## src/rtl/axi_master_pkg.sv

```systemverilog
// Shared types and constants for the AXI master write engine.
package axi_master_pkg;

  localparam int unsigned LEN_W = 8;
  localparam logic [3:0] AWCACHE_DEFAULT = 4'b0011;

  typedef enum logic [1:0] {
    BURST_FIXED = 2'b00,
    BURST_INCR  = 2'b01,
    BURST_WRAP  = 2'b10
  } burst_e;

  typedef enum logic [1:0] {
    RESP_OKAY   = 2'b00,
    RESP_EXOKAY = 2'b01,
    RESP_SLVERR = 2'b10,
    RESP_DECERR = 2'b11
  } resp_e;

  typedef enum logic {
    W_IDLE  = 1'b0,
    W_BURST = 1'b1
  } w_state_e;

endpackage

```

## src/rtl/sync_fifo.sv

```systemverilog
// Small synchronous FIFO with show-ahead read data; push/pop ignored when full/empty.
module sync_fifo #(
  parameter int unsigned WIDTH = 8,
  parameter int unsigned DEPTH = 4
) (
  input  logic             clk,
  input  logic             rst,
  input  logic             push,
  input  logic [WIDTH-1:0] din,
  input  logic             pop,
  output logic [WIDTH-1:0] dout,
  output logic             empty,
  output logic             full
);

  localparam int unsigned PTR_W = (DEPTH > 1) ? $clog2(DEPTH) : 1;
  localparam int unsigned CNT_W = $clog2(DEPTH + 1);

  logic [WIDTH-1:0] mem [DEPTH];
  logic [PTR_W-1:0] wr_ptr;
  logic [PTR_W-1:0] rd_ptr;
  logic [CNT_W-1:0] count;
  logic             push_ok;
  logic             pop_ok;

  function automatic logic [PTR_W-1:0] ptr_inc(input logic [PTR_W-1:0] p);
    return (p == PTR_W'(DEPTH - 1)) ? '0 : p + PTR_W'(1);
  endfunction

  assign empty   = (count == '0);
  assign full    = (count == CNT_W'(DEPTH));
  assign push_ok = push && !full;
  assign pop_ok  = pop && !empty;
  assign dout    = mem[rd_ptr];

  always_ff @(posedge clk) begin
    if (push_ok) mem[wr_ptr] <= din;
  end

  always_ff @(posedge clk) begin
    if (rst) begin
      wr_ptr <= '0;
      rd_ptr <= '0;
      count  <= '0;
    end else begin
      if (push_ok) wr_ptr <= ptr_inc(wr_ptr);
      if (pop_ok)  rd_ptr <= ptr_inc(rd_ptr);
      case ({push_ok, pop_ok})
        2'b10:   count <= count + CNT_W'(1);
        2'b01:   count <= count - CNT_W'(1);
        default: count <= count;
      endcase
    end
  end

endmodule

```

## src/rtl/axi_master_write_engine.sv

```systemverilog
// AXI4 master write engine: local cmd/data/rsp streams to AW/W/B with several bursts in flight.
module axi_master_write_engine
  import axi_master_pkg::*;
#(
  parameter int unsigned ADDR_W          = 32,
  parameter int unsigned DATA_W          = 64,
  parameter int unsigned ID_W            = 12,
  parameter int unsigned AXI_ID          = 0,
  parameter int unsigned MAX_OUTSTANDING = 4
) (
  input  logic                             clk,
  input  logic                             rst,
  input  logic                             cmd_valid,
  output logic                             cmd_ready,
  input  logic [ADDR_W-1:0]                cmd_addr,
  input  logic [7:0]                       cmd_len,
  input  logic [2:0]                       cmd_size,
  input  logic [1:0]                       cmd_burst,
  input  logic                             wd_valid,
  output logic                             wd_ready,
  input  logic [DATA_W-1:0]                wd_data,
  input  logic [DATA_W/8-1:0]              wd_strb,
  output logic                             rsp_valid,
  input  logic                             rsp_ready,
  output logic [1:0]                       rsp_resp,
  output logic [ID_W-1:0]                  m_axi_awid,
  output logic [ADDR_W-1:0]                m_axi_awaddr,
  output logic [7:0]                       m_axi_awlen,
  output logic [2:0]                       m_axi_awsize,
  output logic [1:0]                       m_axi_awburst,
  output logic                             m_axi_awlock,
  output logic [3:0]                       m_axi_awcache,
  output logic [2:0]                       m_axi_awprot,
  output logic [3:0]                       m_axi_awqos,
  output logic                             m_axi_awvalid,
  input  logic                             m_axi_awready,
  output logic [ID_W-1:0]                  m_axi_wid,
  output logic [DATA_W-1:0]                m_axi_wdata,
  output logic [DATA_W/8-1:0]              m_axi_wstrb,
  output logic                             m_axi_wlast,
  output logic                             m_axi_wvalid,
  input  logic                             m_axi_wready,
  input  logic [ID_W-1:0]                  m_axi_bid,
  input  logic [1:0]                       m_axi_bresp,
  input  logic                             m_axi_bvalid,
  output logic                             m_axi_bready,
  output logic [$clog2(MAX_OUTSTANDING):0] outstanding,
  output logic                             err_sticky
);

  localparam int unsigned OUT_W = $clog2(MAX_OUTSTANDING) + 1;

  logic             cmd_fire;
  logic             aw_fire;
  logic             w_fire;
  logic             b_fire;
  logic             len_pop;
  logic [LEN_W-1:0] len_dout;
  logic             len_empty;
  logic             len_full;
  logic [LEN_W-1:0] len_q;
  logic [LEN_W-1:0] beat_cnt;
  w_state_e         w_state;
  w_state_e         w_state_nxt;
  logic             unused_bid;

  assign unused_bid = ^m_axi_bid;

  assign cmd_ready = !m_axi_awvalid && (outstanding < OUT_W'(MAX_OUTSTANDING)) && !len_full;
  assign cmd_fire  = cmd_valid && cmd_ready;
  assign aw_fire   = m_axi_awvalid && m_axi_awready;
  assign w_fire    = m_axi_wvalid && m_axi_wready;

  // B is only acknowledged while a burst is actually in flight
  assign m_axi_bready = rsp_ready && (outstanding != '0);
  assign rsp_valid    = m_axi_bvalid && (outstanding != '0);
  assign rsp_resp     = m_axi_bresp;
  assign b_fire       = m_axi_bvalid && m_axi_bready;

  assign m_axi_awid    = ID_W'(AXI_ID);
  assign m_axi_awlock  = 1'b0;
  assign m_axi_awcache = AWCACHE_DEFAULT;
  assign m_axi_awprot  = 3'b000;
  assign m_axi_awqos   = 4'b0000;
  assign m_axi_wid     = ID_W'(AXI_ID);
  assign m_axi_wdata   = wd_data;
  assign m_axi_wstrb   = wd_strb;

  sync_fifo #(.WIDTH(LEN_W), .DEPTH(MAX_OUTSTANDING)) u_len_fifo (
    .clk   (clk),
    .rst   (rst),
    .push  (cmd_fire),
    .din   (cmd_len),
    .pop   (len_pop),
    .dout  (len_dout),
    .empty (len_empty),
    .full  (len_full)
  );

  // AW channel registers, held stable until awready
  always_ff @(posedge clk) begin
    if (rst) begin
      m_axi_awvalid <= 1'b0;
      m_axi_awaddr  <= '0;
      m_axi_awlen   <= '0;
      m_axi_awsize  <= '0;
      m_axi_awburst <= '0;
    end else if (cmd_fire) begin
      m_axi_awvalid <= 1'b1;
      m_axi_awaddr  <= cmd_addr;
      m_axi_awlen   <= cmd_len;
      m_axi_awsize  <= cmd_size;
      m_axi_awburst <= cmd_burst;
    end else if (aw_fire) begin
      m_axi_awvalid <= 1'b0;
    end
  end

  always_ff @(posedge clk) begin
    if (rst) begin
      outstanding <= '0;
      err_sticky  <= 1'b0;
    end else begin
      case ({cmd_fire, b_fire})
        2'b10:   outstanding <= outstanding + OUT_W'(1);
        2'b01:   outstanding <= outstanding - OUT_W'(1);
        default: outstanding <= outstanding;
      endcase
      if (b_fire && (resp_e'(m_axi_bresp) != RESP_OKAY)) err_sticky <= 1'b1;
    end
  end

  always_ff @(posedge clk) begin
    if (rst) w_state <= W_IDLE;
    else     w_state <= w_state_nxt;
  end

  // W FSM: pops one length per burst, chains bursts back to back
  always_comb begin
    w_state_nxt  = w_state;
    len_pop      = 1'b0;
    m_axi_wvalid = 1'b0;
    wd_ready     = 1'b0;
    m_axi_wlast  = 1'b0;
    case (w_state)
      W_IDLE: begin
        if (!len_empty) begin
          len_pop     = 1'b1;
          w_state_nxt = W_BURST;
        end
      end
      W_BURST: begin
        m_axi_wvalid = wd_valid;
        wd_ready     = m_axi_wready;
        m_axi_wlast  = (beat_cnt == len_q);
        if (wd_valid && m_axi_wready && (beat_cnt == len_q)) begin
          if (!len_empty) len_pop = 1'b1;
          else            w_state_nxt = W_IDLE;
        end
      end
      default: w_state_nxt = W_IDLE;
    endcase
  end

  always_ff @(posedge clk) begin
    if (rst) begin
      len_q    <= '0;
      beat_cnt <= '0;
    end else if (len_pop) begin
      len_q    <= len_dout;
      beat_cnt <= '0;
    end else if (w_fire) begin
      beat_cnt <= beat_cnt + LEN_W'(1);
    end
  end

endmodule

```

## config.mk

```make
export PLATFORM = sky130hd
export DESIGN_NAME = axi_master_write_engine
export DESIGN_NICKNAME = d
export VERILOG_FILES = /design/src/rtl/axi_master_pkg.sv /design/src/rtl/sync_fifo.sv /design/src/rtl/axi_master_write_engine.sv
export SDC_FILE = /design/constraint.sdc
export NUM_CORES = 1
export LEC_CHECK = 0
export CAP_MARGIN = 20
export CORE_ASPECT_RATIO = 0.75
export CORE_MARGIN = 5
export CORE_UTILIZATION = 35
export DETAILED_ROUTE_END_ITERATION = 6
export PLACE_DENSITY = 0.8
export SYNTH_ARGS = -nofsm -noshare
export SYNTH_HDL_FRONTEND = slang
export SYNTH_HIERARCHICAL = 1
export SYNTH_SLANG_ARGS = --single-unit
```

## constraint.sdc

```tcl
create_clock -name clk -period 3.2 [get_ports clk]
set_input_delay 0.96 -clock clk [delete_from_list [all_inputs] [get_ports clk]]
set_output_delay 0.96 -clock clk [all_outputs]
set_load 0.02 [all_outputs]
```

==> results.yml <==
clock_tree:
  numCtsBuffers: 9
  cts.htree.levels: 3
  tritoncts: "done"
  root_buffer: "clkbuf_16"
  clock_path_buffers: 2
  clk_pin_slew_ps: 70
  cts_sinks: 108
  clk_latency_ps: 340
worst_setup_path:
  criticalPathCategory: "input pin to output pin"
  cp-startpoint: "rsp_ready"
  regToRegSetupSlack_ps: 400
  cp-start-kind: "input pin"
  r2r-start: "u_len_fifo/count[2]"
  arrival_ps: 2170
  cp_max_fo: 2
  cp.required_ps: 2240
  reg2regPathDepth: 13
  r2r_end: "u_len_fifo/count[2]"
  end_kind: "output pin"
route:
  first_pass_iters: 4
  first_iter_violations: 193
  wl_um: 12040
  postRouteAntennaNets: 0
  drc: 0
  via_per_inst: 4.594
  vias: 3675
  routedWlPerCell_um: 15.05
global_route:
  grt_max_degree: 53
  grt_pass1_wl_um: 18600
  grt_pass1_vias: 3439
  gr-total-overflow: 0
  antenna_found_initial: 0
  grt_util_all_layers: 0.1310
finish:
  n_fill_cell: 1424
  ff_latch_area_um2: 2482
  final_common_cell: "clkdlybuf4s50_1"
  multi_input_area_um2: 1934
  antenna_cells: 0
  finalNetCount: 744
  finalInstanceArea_um2: 6256
  drive_above_1_share: 0.09000
  final_cell_mix: "clkdlybuf4s50_1 (107), nand2_1 (105), dfxtp_1 (76), a21oi_1 (53), conb_1 (36)"
  area_growth_pct: 18.26
yosys:
  synth_warnings: 6
  async_flop_share: 0
  ys_ff_latch: 108
  synth-seq-area-share: 0.4693
  synth.distinct_cells: 43
  synth-edff-count: 32
  netlist_area_um2: 5290
  synthCells: 561
  ys.flop_type: "dfxtp_1"
  avgSynthCellArea_um2: 9.430
run:
  cap_violations: 0
floorplan:
  num_rows: 38
  die_h_um: 116.5
  core_area_um2: 14640
  die-area_um2: 17700
  initial_core_util: 0.3612
  io_pins: 305
  die_w_um: 152.0
timing:
  finalHoldViolations: 0
  whs_ps: 453.0
  min_period_over_period: 0.9776
  fmax_ghz: 0.3197
  drv_slew: 0
  worstMarginPinSlew_ps: 634.1
  rsz0062_at_grt: "false"
  clock_skew_ps: 9.195
  finalSetupViolations: 0
  final.min_clock_period_ps: 3128
  setup-tns-final_ps: 0
  slew_headroom: 0.5747
min_path:
  hold_class: "register to register"
  hold_path_depth: 2
  hold_path.startpoint: "m_axi_awaddr[28]"
  hold_end: "m_axi_awaddr[28]"
power:
  vdd_drop_max_mv: 0.4215
  p_leak_nw: 2.316
  total_power_mw: 4.462
  power.density_nw_per_um2: 713.3
place:
  place_congestion: 0.7541
  placed_area_um2: 5943
  io_buffers: 112
  hpwlAfterDp_um: 8755
status:
  outcome: "finished clean"
==> cell families (layout without fill, tap and decap cells) <==
logic type / Yosys count / count (layout) / share of synthesized area
compound gates: 79 / 79 / 0.08538
xor+xnor: 19 / 19 / 0.03146
fa+ha+maj: 10 / 10 / 0.02649
buf+inv: 154 / 159 / 0.1932
flops: 108 / 108 / 0.4693
mux: 10 / 10 / 0.03784
other cells: 2 / 36 / 0.001420
simple gates: 179 / 179 / 0.1549
==> final cells by class <==
cell class	count	share of cell area
Clock inverter	5	0.006600
Tap cell	200	0.04000
Timing Repair Buffer	128	0.1980
Multi-Input combinational cell	333	0.3092
Clock buffer	11	0.04040
Sequential cell	108	0.3968
Inverter	15	0.009000
==> synth_stat cells (2+ instances only) <==
cell | n | area [µm²]
nand3_1 | 10 | 50.05
xor2_1 | 6 | 52.55
conb_1 | 2 | 7.510
o21ai_0 | 11 | 55.05
buf_1 | 5 | 18.77
buf_2 | 7 | 35.03
ha_1 | 8 | 100.1
buf_4 | 110 | 825.8
o31ai_2 | 2 | 25.02
dfxtp_1 | 76 | 1521
a32oi_1 | 8 | 70.07
nor2_1 | 19 | 71.32
edfxtp_1 | 32 | 960.9
and3_2 | 2 | 15.01
nand2_1 | 105 | 394.1
or3_1 | 2 | 12.51
mux4_2 | 8 | 180.2
fa_1 | 2 | 40.04
nand4_1 | 4 | 25.02
nor2b_1 | 2 | 12.51
and3_1 | 2 | 12.51
mux2i_1 | 2 | 20.02
xnor2_1 | 13 | 113.9
nor3_1 | 7 | 35.03
clkbuf_1 | 14 | 52.55
or4_1 | 8 | 60.06
and2_1 | 2 | 12.51
inv_1 | 14 | 52.55
buf_6 | 3 | 33.78
nor3b_1 | 8 | 60.06
a21oi_1 | 54 | 270.3
o31ai_1 | 2 | 15.01
==> worst max-delay path by stage <==
stage          depth (start not counted)                   to  slack [ps]
3_5_place_dp                          12  u_len_fifo/count[2]        -340
6_report                               3         m_axi_bready          70
4_1_cts                               12  u_len_fifo/count[2]          20
3_3_place_gp                          12  u_len_fifo/count[2]        -290
2_1_floorplan                         13  u_len_fifo/count[2]           3
5_1_grt                                3            rsp_valid          20
==> per-layer routing <==
metal / wire, µm / global-route usage
met1: 4852 / 0.1616
met3: 1505 / 0.07815
met5: 0 / 0
met4: 180 / 0.03713
met2: 5498 / 0.1953
==> critical path, cell delays in order <==
cell and delay, ps:
clkdlybuf4s50_1 470, nor2b_1 120, clkdlybuf4s50_1 620
==> registers in the layout (all words and copies together) (netlist names), 3 cells and up, named ones only <==
signal / count
len_q: 8
u_len_fifo/mem: 32
m_axi_awsize: 3
beat_cnt: 8
u_len_fifo/count: 3
m_axi_awaddr: 32
outstanding: 3
m_axi_awlen: 8
==> report_power, final <==
part / switching [mW] / internal [mW] / total (mW)
clock: 0.499 / 0.580 / 1.08
combinational: 0.897 / 0.696 / 1.59
sequential: 0.160 / 1.63 / 1.79
==> per-stage QoR <==
step / instances / util / setup slack (ps)
after floorplan: 595 / - / 3.135
final: 800 / 0.4272 / 71.58
after detailed placement: 783 / 0.4058 / -338.3
after global routing: 800 / 0.4272 / 23.77
after global placement: 783 / 0.4058 / -292.9
after CTS: 800 / 0.4263 / 22.72
==> what timing repair did <==
item	CTS	global route
buffers inserted	1	0
pin swaps	1	2
resized for setup	2	5
gates cloned	0	0
endpoints found under the setup margin	3	1
hold buffers	0	0
(Power assumes the default switching activity.)
